`src/rtl/sp_types_pkg.sv`:
```
// Shared types and constants for the scratchpad instruction sequencer.
package sp_types_pkg;

  localparam int WORD_W  = 32;
  localparam int MAT_S_W = 4;
  localparam int ROW_S_W = 2;
  localparam int MB_W    = 4;
  localparam int STRIDE  = 8;

  localparam logic [1:0] OP_NOP   = 2'b00;
  localparam logic [1:0] OP_LOAD  = 2'b01;
  localparam logic [1:0] OP_STORE = 2'b10;
  localparam logic [1:0] OP_GEMM  = 2'b11;

  localparam logic [1:0] MAT_T_STORE  = 2'b00;
  localparam logic [1:0] MAT_T_WEIGHT = 2'b01;
  localparam logic [1:0] MAT_T_INPUT  = 2'b10;
  localparam logic [1:0] MAT_T_PSUM   = 2'b11;

  // Slot fields inside the GEMM select word; bits [15:12] are unused.
  localparam int GEMM_SEL_W_LSB = 0;
  localparam int GEMM_SEL_I_LSB = 4;
  localparam int GEMM_SEL_P_LSB = 8;
  localparam int NEW_WEIGHT_BIT = 3;

  typedef enum logic [2:0] {
    ST_IDLE   = 3'd0,
    ST_LOAD   = 3'd1,
    ST_STORE  = 3'd2,
    ST_GEMM_W = 3'd3,
    ST_GEMM_I = 3'd4,
    ST_GEMM_P = 3'd5
  } sp_seq_state_t;

  typedef struct packed {
    logic [1:0]        opcode;
    logic [MB_W-1:0]   ls_matrix_rd_gemm_new_weight;
    logic [WORD_W-1:0] ls_addr_gemm_gemm_sel;
  } instrFIFO_t;

  typedef struct packed {
    logic [WORD_W-1:0]  addr;
    logic [1:0]         mat_t;
    logic [MAT_S_W-1:0] mat_s;
    logic [ROW_S_W-1:0] row_s;
  } rFIFO_t;

  typedef struct packed {
    logic [WORD_W-1:0]  addr;
    logic [MAT_S_W-1:0] mat_s;
    logic [ROW_S_W-1:0] row_s;
  } ldreq_t;

endpackage

```
`src/rtl/sp_row_addr_gen.sv`:
```
// Row counter plus per-row byte address (base + rc*STRIDE, modulo 2**WORD_W).
module sp_row_addr_gen
  import sp_types_pkg::*;
(
  input  logic               i_clk,
  input  logic               i_rst,
  input  logic               i_clear,
  input  logic               i_advance,
  input  logic [WORD_W-1:0]  i_base,
  output logic [ROW_S_W-1:0] o_rc,
  output logic [WORD_W-1:0]  o_addr
);

  logic [ROW_S_W-1:0] r_rc;
  logic [WORD_W-1:0]  w_offset;

  // Row counter: cleared on a new instruction, steps once per accepted row and wraps after the last row.
  always_ff @(posedge i_clk) begin
    if (i_rst || i_clear) begin
      r_rc <= '0;
    end else if (i_advance) begin
      r_rc <= r_rc + 1'b1;
    end
  end

  // Row address; overflow past the top of the address space wraps silently.
  always_comb begin
    w_offset = WORD_W'(r_rc) * WORD_W'(STRIDE);
    o_addr   = i_base + w_offset;
  end

  assign o_rc = r_rc;

endmodule

```
`src/rtl/sp_instr_sequencer.sv`:
```
// Pops one instruction and expands it into per-row DRAM load requests or read-FIFO entries.
// Handshakes: a row is transferred in a cycle where its valid (ldreq_valid / rfifo_wen) and the
// sink's acceptance (ldreq_ready / !rfifo_full) are both high; an instruction is popped when
// instr_valid && instr_ready. Outputs are held unchanged while the sink stalls.
module sp_instr_sequencer
  import sp_types_pkg::*;
(
  input  logic               CLK,
  input  logic               RST,
  input  logic               instr_valid,
  input  instrFIFO_t         instr,
  output logic               instr_ready,
  output logic               rfifo_wen,
  input  logic               rfifo_full,
  output rFIFO_t             rfifo_wdata,
  output logic               ldreq_valid,
  input  logic               ldreq_ready,
  output logic [WORD_W-1:0]  ldreq_addr,
  output logic [MAT_S_W-1:0] ldreq_mat_s,
  output logic [ROW_S_W-1:0] ldreq_row_s,
  output logic               busy,
  output sp_seq_state_t      o_dbg_state
);

  sp_seq_state_t      r_state;
  sp_seq_state_t      w_next_state;
  logic [WORD_W-1:0]  r_base;
  logic [MAT_S_W-1:0] r_mat_s;
  logic [MAT_S_W-1:0] r_wsel;
  logic [MAT_S_W-1:0] r_isel;
  logic [MAT_S_W-1:0] r_psel;

  logic               w_pop;
  logic               w_row_accept;
  logic               w_last_row;
  logic               w_new_weight;
  logic [ROW_S_W-1:0] w_rc;
  logic [WORD_W-1:0]  w_row_addr;

  assign w_pop        = instr_valid && instr_ready;
  assign w_last_row   = (w_rc == '1);
  assign w_new_weight = instr.ls_matrix_rd_gemm_new_weight[NEW_WEIGHT_BIT];

  sp_row_addr_gen u_row_addr_gen (
    .i_clk     (CLK),
    .i_rst     (RST),
    .i_clear   (w_pop),
    .i_advance (w_row_accept),
    .i_base    (r_base),
    .o_rc      (w_rc),
    .o_addr    (w_row_addr)
  );

  // State register.
  always_ff @(posedge CLK) begin
    if (RST) begin
      r_state <= ST_IDLE;
    end else begin
      r_state <= w_next_state;
    end
  end

  // Capture the instruction fields at pop time so the head of the instruction FIFO may change freely.
  always_ff @(posedge CLK) begin
    if (RST) begin
      r_base  <= '0;
      r_mat_s <= '0;
      r_wsel  <= '0;
      r_isel  <= '0;
      r_psel  <= '0;
    end else if (w_pop) begin
      r_base  <= instr.ls_addr_gemm_gemm_sel;
      r_mat_s <= instr.ls_matrix_rd_gemm_new_weight[MAT_S_W-1:0];
      r_wsel  <= instr.ls_addr_gemm_gemm_sel[GEMM_SEL_W_LSB +: MAT_S_W];
      r_isel  <= instr.ls_addr_gemm_gemm_sel[GEMM_SEL_I_LSB +: MAT_S_W];
      r_psel  <= instr.ls_addr_gemm_gemm_sel[GEMM_SEL_P_LSB +: MAT_S_W];
    end
  end

  // Next-state decode and per-state row outputs; everything is forced low during reset.
  always_comb begin
    w_next_state = r_state;
    w_row_accept = 1'b0;
    instr_ready  = 1'b0;
    rfifo_wen    = 1'b0;
    rfifo_wdata  = '0;
    ldreq_valid  = 1'b0;
    ldreq_addr   = '0;
    ldreq_mat_s  = '0;
    ldreq_row_s  = '0;
    case (r_state)
      ST_IDLE: begin
        instr_ready = 1'b1;
        if (instr_valid) begin
          case (instr.opcode)
            OP_LOAD:  w_next_state = ST_LOAD;
            OP_STORE: w_next_state = ST_STORE;
            OP_GEMM:  w_next_state = w_new_weight ? ST_GEMM_W : ST_GEMM_I;
            default:  w_next_state = ST_IDLE;
          endcase
        end
      end
      ST_LOAD: begin
        ldreq_valid  = 1'b1;
        ldreq_addr   = w_row_addr;
        ldreq_mat_s  = r_mat_s;
        ldreq_row_s  = w_rc;
        w_row_accept = ldreq_ready;
        if (w_row_accept && w_last_row) w_next_state = ST_IDLE;
      end
      ST_STORE: begin
        rfifo_wen    = !rfifo_full;
        rfifo_wdata  = '{addr: w_row_addr, mat_t: MAT_T_STORE, mat_s: r_mat_s, row_s: w_rc};
        w_row_accept = !rfifo_full;
        if (w_row_accept && w_last_row) w_next_state = ST_IDLE;
      end
      ST_GEMM_W: begin
        rfifo_wen    = !rfifo_full;
        rfifo_wdata  = '{addr: '0, mat_t: MAT_T_WEIGHT, mat_s: r_wsel, row_s: w_rc};
        w_row_accept = !rfifo_full;
        if (w_row_accept && w_last_row) w_next_state = ST_GEMM_I;
      end
      ST_GEMM_I: begin
        rfifo_wen    = !rfifo_full;
        rfifo_wdata  = '{addr: '0, mat_t: MAT_T_INPUT, mat_s: r_isel, row_s: w_rc};
        w_row_accept = !rfifo_full;
        if (w_row_accept && w_last_row) w_next_state = ST_GEMM_P;
      end
      ST_GEMM_P: begin
        rfifo_wen    = !rfifo_full;
        rfifo_wdata  = '{addr: '0, mat_t: MAT_T_PSUM, mat_s: r_psel, row_s: w_rc};
        w_row_accept = !rfifo_full;
        if (w_row_accept && w_last_row) w_next_state = ST_IDLE;
      end
      default: begin
        w_next_state = ST_IDLE;
      end
    endcase
    if (RST) begin
      w_row_accept = 1'b0;
      instr_ready  = 1'b0;
      rfifo_wen    = 1'b0;
      rfifo_wdata  = '0;
      ldreq_valid  = 1'b0;
      ldreq_addr   = '0;
      ldreq_mat_s  = '0;
      ldreq_row_s  = '0;
    end
  end

  assign busy        = (r_state != ST_IDLE) && !RST;
  assign o_dbg_state = r_state;

endmodule

```
`config.mk`:
```
export PLATFORM = sky130hd
export DESIGN_NAME = sp_instr_sequencer
export DESIGN_NICKNAME = d
export VERILOG_FILES = /design/src/rtl/sp_types_pkg.sv /design/src/rtl/sp_row_addr_gen.sv /design/src/rtl/sp_instr_sequencer.sv
export SDC_FILE = /design/constraint.sdc
export NUM_CORES = 1
export LEC_CHECK = 0
export BUFFER_PORTS_ARGS = -buffer_cell sky130_fd_sc_hd__buf_2
export CAP_MARGIN = 20
export CORE_UTILIZATION = 25
export DETAILED_ROUTE_END_ITERATION = 8
export GPL_ROUTABILITY_DRIVEN = 0
export MAX_ROUTING_LAYER = met4
export PLACE_DENSITY = 0.59
export SYNTH_ARGS = -nofsm -noshare
export SYNTH_HDL_FRONTEND = slang
export SYNTH_SLANG_ARGS = --single-unit
```
`constraint.sdc`:
```
create_clock -name CLK -period 3.7 [get_ports CLK]
set_input_delay 0.555 -clock CLK [delete_from_list [all_inputs] [get_ports CLK]]
set_output_delay 0.555 -clock CLK [all_outputs]
set_load 0.01 [all_outputs]
```
==> out/qor.log <==
[drt] number of DRC violations after detailed-routing iteration 0 148
[yosys] Yosys reg bits 41
[timing] smallest hold slack 0.460 ns
[timing] highest clock frequency the design can meet 302 MHz
[layout] post-route insts no fill 653
[drt] 1st-pass router iterations 4
[global_routing] initial antenna violation count 1
[run] Max Cap Viol 0
[cts] TritonCTS clock tree built
[drt] post-detailed-route wirelength per cell 14.7 µm
[setup_path] r2r setup slk 1.64 ns
[cts] H-tree depth reported by CTS 2
[timing] min setup slack post-route 0.393 ns
[layout] Final #Nets 560
[yosys] Warnings, synthesis 0
[setup_path] category of the critical setup timing path reg2out
[global_routing] number of global-route vias before repair 2938
[floorplan] Std-Cell Rows 38
[drt] Total Routed Length 9630 µm
[setup_path] startpoint type of the worst setup path flip-flop
[cts] post_cts resized 0
[pwr] Int Pwr 0.803 mW
[setup_path] worst endpoint data arrival time 2.75 ns
[layout] final core utilization 0.333
[cts] clock transition at the register clock pins on the worst setup and hold paths after CTS 0.08 ns
[pwr] share of total power consumed by net switching 0.395
[cts] Inserted Clock Buffers 5
[pwr] overall power 1.33 mW
[yosys] post-synthesis cell count 402
[pwr] fraction of power consumed by the clock network 0.206
[setup_path] cell with the biggest individual delay on the critical path sky130_fd_sc_hd__or4_1
[cts] sinks on the clock net 41
[timing] ratio of final minimum period to clock period 0.894
[floorplan] core area 10800 µm²
[floorplan] starting density of the core 0.256
[setup_path] capture point of the worst path rfifo_wdata[34]
[floorplan] top-level port count 128
[timing] setup repair after global routing missed its margin no
[cts] library cell used as clock root buffer sky130_fd_sc_hd__clkbuf_8
[drt] via total after detailed routing 3285
[timing] hold violation count in the final report 0
[timing] total negative slack 0 ns
[global_routing] global-route wire length before repair 14800 µm
[setup_path] endpoint of the worst register-to-register path r_base[1]
[yosys] post-synth cell types 45
[run_status] result of the run finished, final reports clean
[global_routing] residual overflow from global routing 0
[yosys] async set-reset flop share out of synthesis 0
[yosys] primary flip-flop cell chosen by synthesis mapping sky130_fd_sc_hd__dfxtp_1
[pwr] maximum VDD drop 116 µV
[pwr] Pwr Density 370 nW/µm²
[layout] Area Overhead vs Synth 30.0%
[global_routing] pin count of the biggest net entering global routing 49
[setup_path] length in cells of the worst reg-to-reg path 4
[yosys] netlist area before placement 2760 µm²
[timing] Worst Skew 0.00371 ns
[layout] cell area after layout 3590 µm²
[cts] number of buffers added for setup after CTS 0
[setup_path] Slowest Stage Delay on Critical Path 0.74 ns
[placed_design] worst slack, placed 0.716 ns
[pwr] net switching power figure 0.524 mW
[placed_design] port bufs 127
[yosys] sequential-to-total area share from yosys stat 0.297
[setup_path] origin of the worst setup path u_row_addr_gen.o_rc[1]
[drt] average vias per placed instance 5.03
[setup_path] Required @ worst endpoint 3.14 ns
[global_routing] GRT Overall Usage 0.168
[layout] fillers 1195
[pwr] proportion of power drawn by combinational gates 0.314
[cts] clk_lat worst skew 0.29 ns
[pwr] fraction of power consumed by sequential logic 0.481
[yosys] EDFF count, synth 0
[hold_path] number of cells on the worst hold path 3
[floorplan] vertical extent of the die 107 µm
[placed_design] Placed Cells 646
[setup_path] launch instance of the worst register-to-register path o_dbg_state[0]
[timing] measured slew at the worst slew-check pin 0.722 ns
[layout] proportion of layout cells with a drive suffix above 1 0.285
[cts] post-cts hold buffer count 0
[hold_path] class of the tightest hold or removal check in2reg
[drt] count of antenna-violating nets left after detailed routing 0
[timing] min Tclk post-route 3.31 ns
[cts] number of buffers between clock root and the deepest sink 2
[placed_design] standard cell area after detailed placement 3510 µm²
[placed_design] sum of net half-perimeters after detailed placement 7280 µm
[drt] # DRC 0
[yosys] post-synthesis area per instance 6.87 µm²
[pwr] leakage power of the design 1.55 nW
[floorplan] horizontal extent of the die 107 µm
[timing] worst slew margin relative to its limit 0.518
[floorplan] floorplan die area 11500 µm²
[timing] final setup violation count 0
[yosys] Post-Syn Nets 449
[timing] total count of max-transition violations in the final report 0
[setup_path] crit end category output pin
[setup_path] peak fanout along the critical path 16
[setup_path] CP Cell Sequence ha_1 > a21o_1 > nand4_1 > or4_1 > a21oi_1 > buf_2
-- synthesized netlist by cell type (4+ instances only) --
master,n,area (µm²)
sky130_fd_sc_hd__and3_1,9,56.3
sky130_fd_sc_hd__and2_1,13,81.3
sky130_fd_sc_hd__nand2b_1,6,37.5
sky130_fd_sc_hd__xor2_1,6,52.6
sky130_fd_sc_hd__clkbuf_1,23,86.3
sky130_fd_sc_hd__or3_1,9,56.3
sky130_fd_sc_hd__o31ai_1,10,75.1
sky130_fd_sc_hd__nor2_1,35,131
sky130_fd_sc_hd__xnor2_1,7,61.3
sky130_fd_sc_hd__a21oi_1,35,175
sky130_fd_sc_hd__dfxtp_1,41,821
sky130_fd_sc_hd__nand3_1,11,55.1
sky130_fd_sc_hd__nand4_1,11,68.8
sky130_fd_sc_hd__o21ai_0,42,210
sky130_fd_sc_hd__nand2_1,81,304
sky130_fd_sc_hd__inv_1,8,30.0
sky130_fd_sc_hd__or4_1,6,45.0
sky130_fd_sc_hd__mux2i_1,7,70.1
sky130_fd_sc_hd__buf_2,4,20.0
-- power by group through the flow --
stage	Sequential, mW	Clock, mW	Combinational (mW)
6_report	0.638	0.273	0.416
5_1_grt	0.653	0.301	0.464
4_1_cts	0.636	0.281	0.419
3_5_place_dp	0.645	0	0.418
3_3_place_gp	0.639	0	0.412
2_1_floorplan	0.592	0	0.300
-- worst min path at each step --
stage	startpoint	end
after global placement	r_base[31]	r_base[31]
after global routing	instr[13]	r_base[13]
after CTS	instr[13]	r_base[13]
final	instr[31]	r_base[31]
after detailed placement	r_base[31]	r_base[31]
after floorplan	r_base[31]	r_base[31]
-- state kept, by name, summed over array words and instances (netlist names) --
signal               flops
u_row_addr_gen.o_rc      2
r_base                  32
r_mat_s                  4
o_dbg_state              3
-- worst max-delay path, delay by kind of cell (launching register included) --
kind	cells	cell delay (ns)
and+or+nand+nor	2	1.27
AOI/OAI and AO/OA	2	0.38
DFF	1	0.37
adders and majority gates	1	0.30
buffers and inverters	1	0.14
-- layout make-up --
class                   instances  area (µm²)  area share
diodes                          1        2.50    0.000697
clock buffers                   5        68.8      0.0192
clock inverters                 1        5.00     0.00139
inverters                       8        30.0     0.00837
multi-input cells             325        1800       0.502
flip-flops and latches         41         821       0.229
well taps                     140         175      0.0488
repair buffers                132         686       0.191
-- kinds of logic after synthesis --
kind of cell | share of synthesized area
AOI/OAI and AO/OA | 0.214
xor gates and xnor gates | 0.0412
adders and majority gates | 0.0208
buffers and inverters | 0.0507
DFF | 0.297
muxes | 0.0254
and+or+nand+nor | 0.350
-- cells in the final DEF (no fill, tap or decap), types with 2 or more instances in the layout --
cell / count
sky130_fd_sc_hd__xnor2_1: 7
sky130_fd_sc_hd__mux2i_1: 7
sky130_fd_sc_hd__buf_4: 4
sky130_fd_sc_hd__o31ai_1: 10
sky130_fd_sc_hd__nand2_1: 81
sky130_fd_sc_hd__and2_1: 13
sky130_fd_sc_hd__nor2b_1: 2
sky130_fd_sc_hd__or4_1: 6
sky130_fd_sc_hd__nor2_1: 35
sky130_fd_sc_hd__or3b_2: 2
sky130_fd_sc_hd__dfxtp_1: 41
sky130_fd_sc_hd__nor4_1: 3
sky130_fd_sc_hd__or3_1: 9
sky130_fd_sc_hd__ha_1: 3
sky130_fd_sc_hd__xor2_1: 6
sky130_fd_sc_hd__o21ai_0: 42
sky130_fd_sc_hd__nand4_1: 11
sky130_fd_sc_hd__a21oi_1: 35
sky130_fd_sc_hd__nand2b_1: 6
sky130_fd_sc_hd__clkbuf_8: 5
sky130_fd_sc_hd__a21boi_0: 2
sky130_fd_sc_hd__and3_1: 8
sky130_fd_sc_hd__inv_1: 8
sky130_fd_sc_hd__buf_2: 127
sky130_fd_sc_hd__nor3_1: 3
sky130_fd_sc_hd__and4_1: 2
sky130_fd_sc_hd__nand3_1: 11
sky130_fd_sc_hd__o22a_1: 3
-- layer usage --
metal,GRT usage,up-vias,part of all wire
met5,-,-,0
met4,0.0616,0,0.016
met3,0.0267,8,0.051
met2,0.264,125,0.46
met1,0.217,1518,0.47
li1,-,1634,-
(Power assumes the default switching activity.)
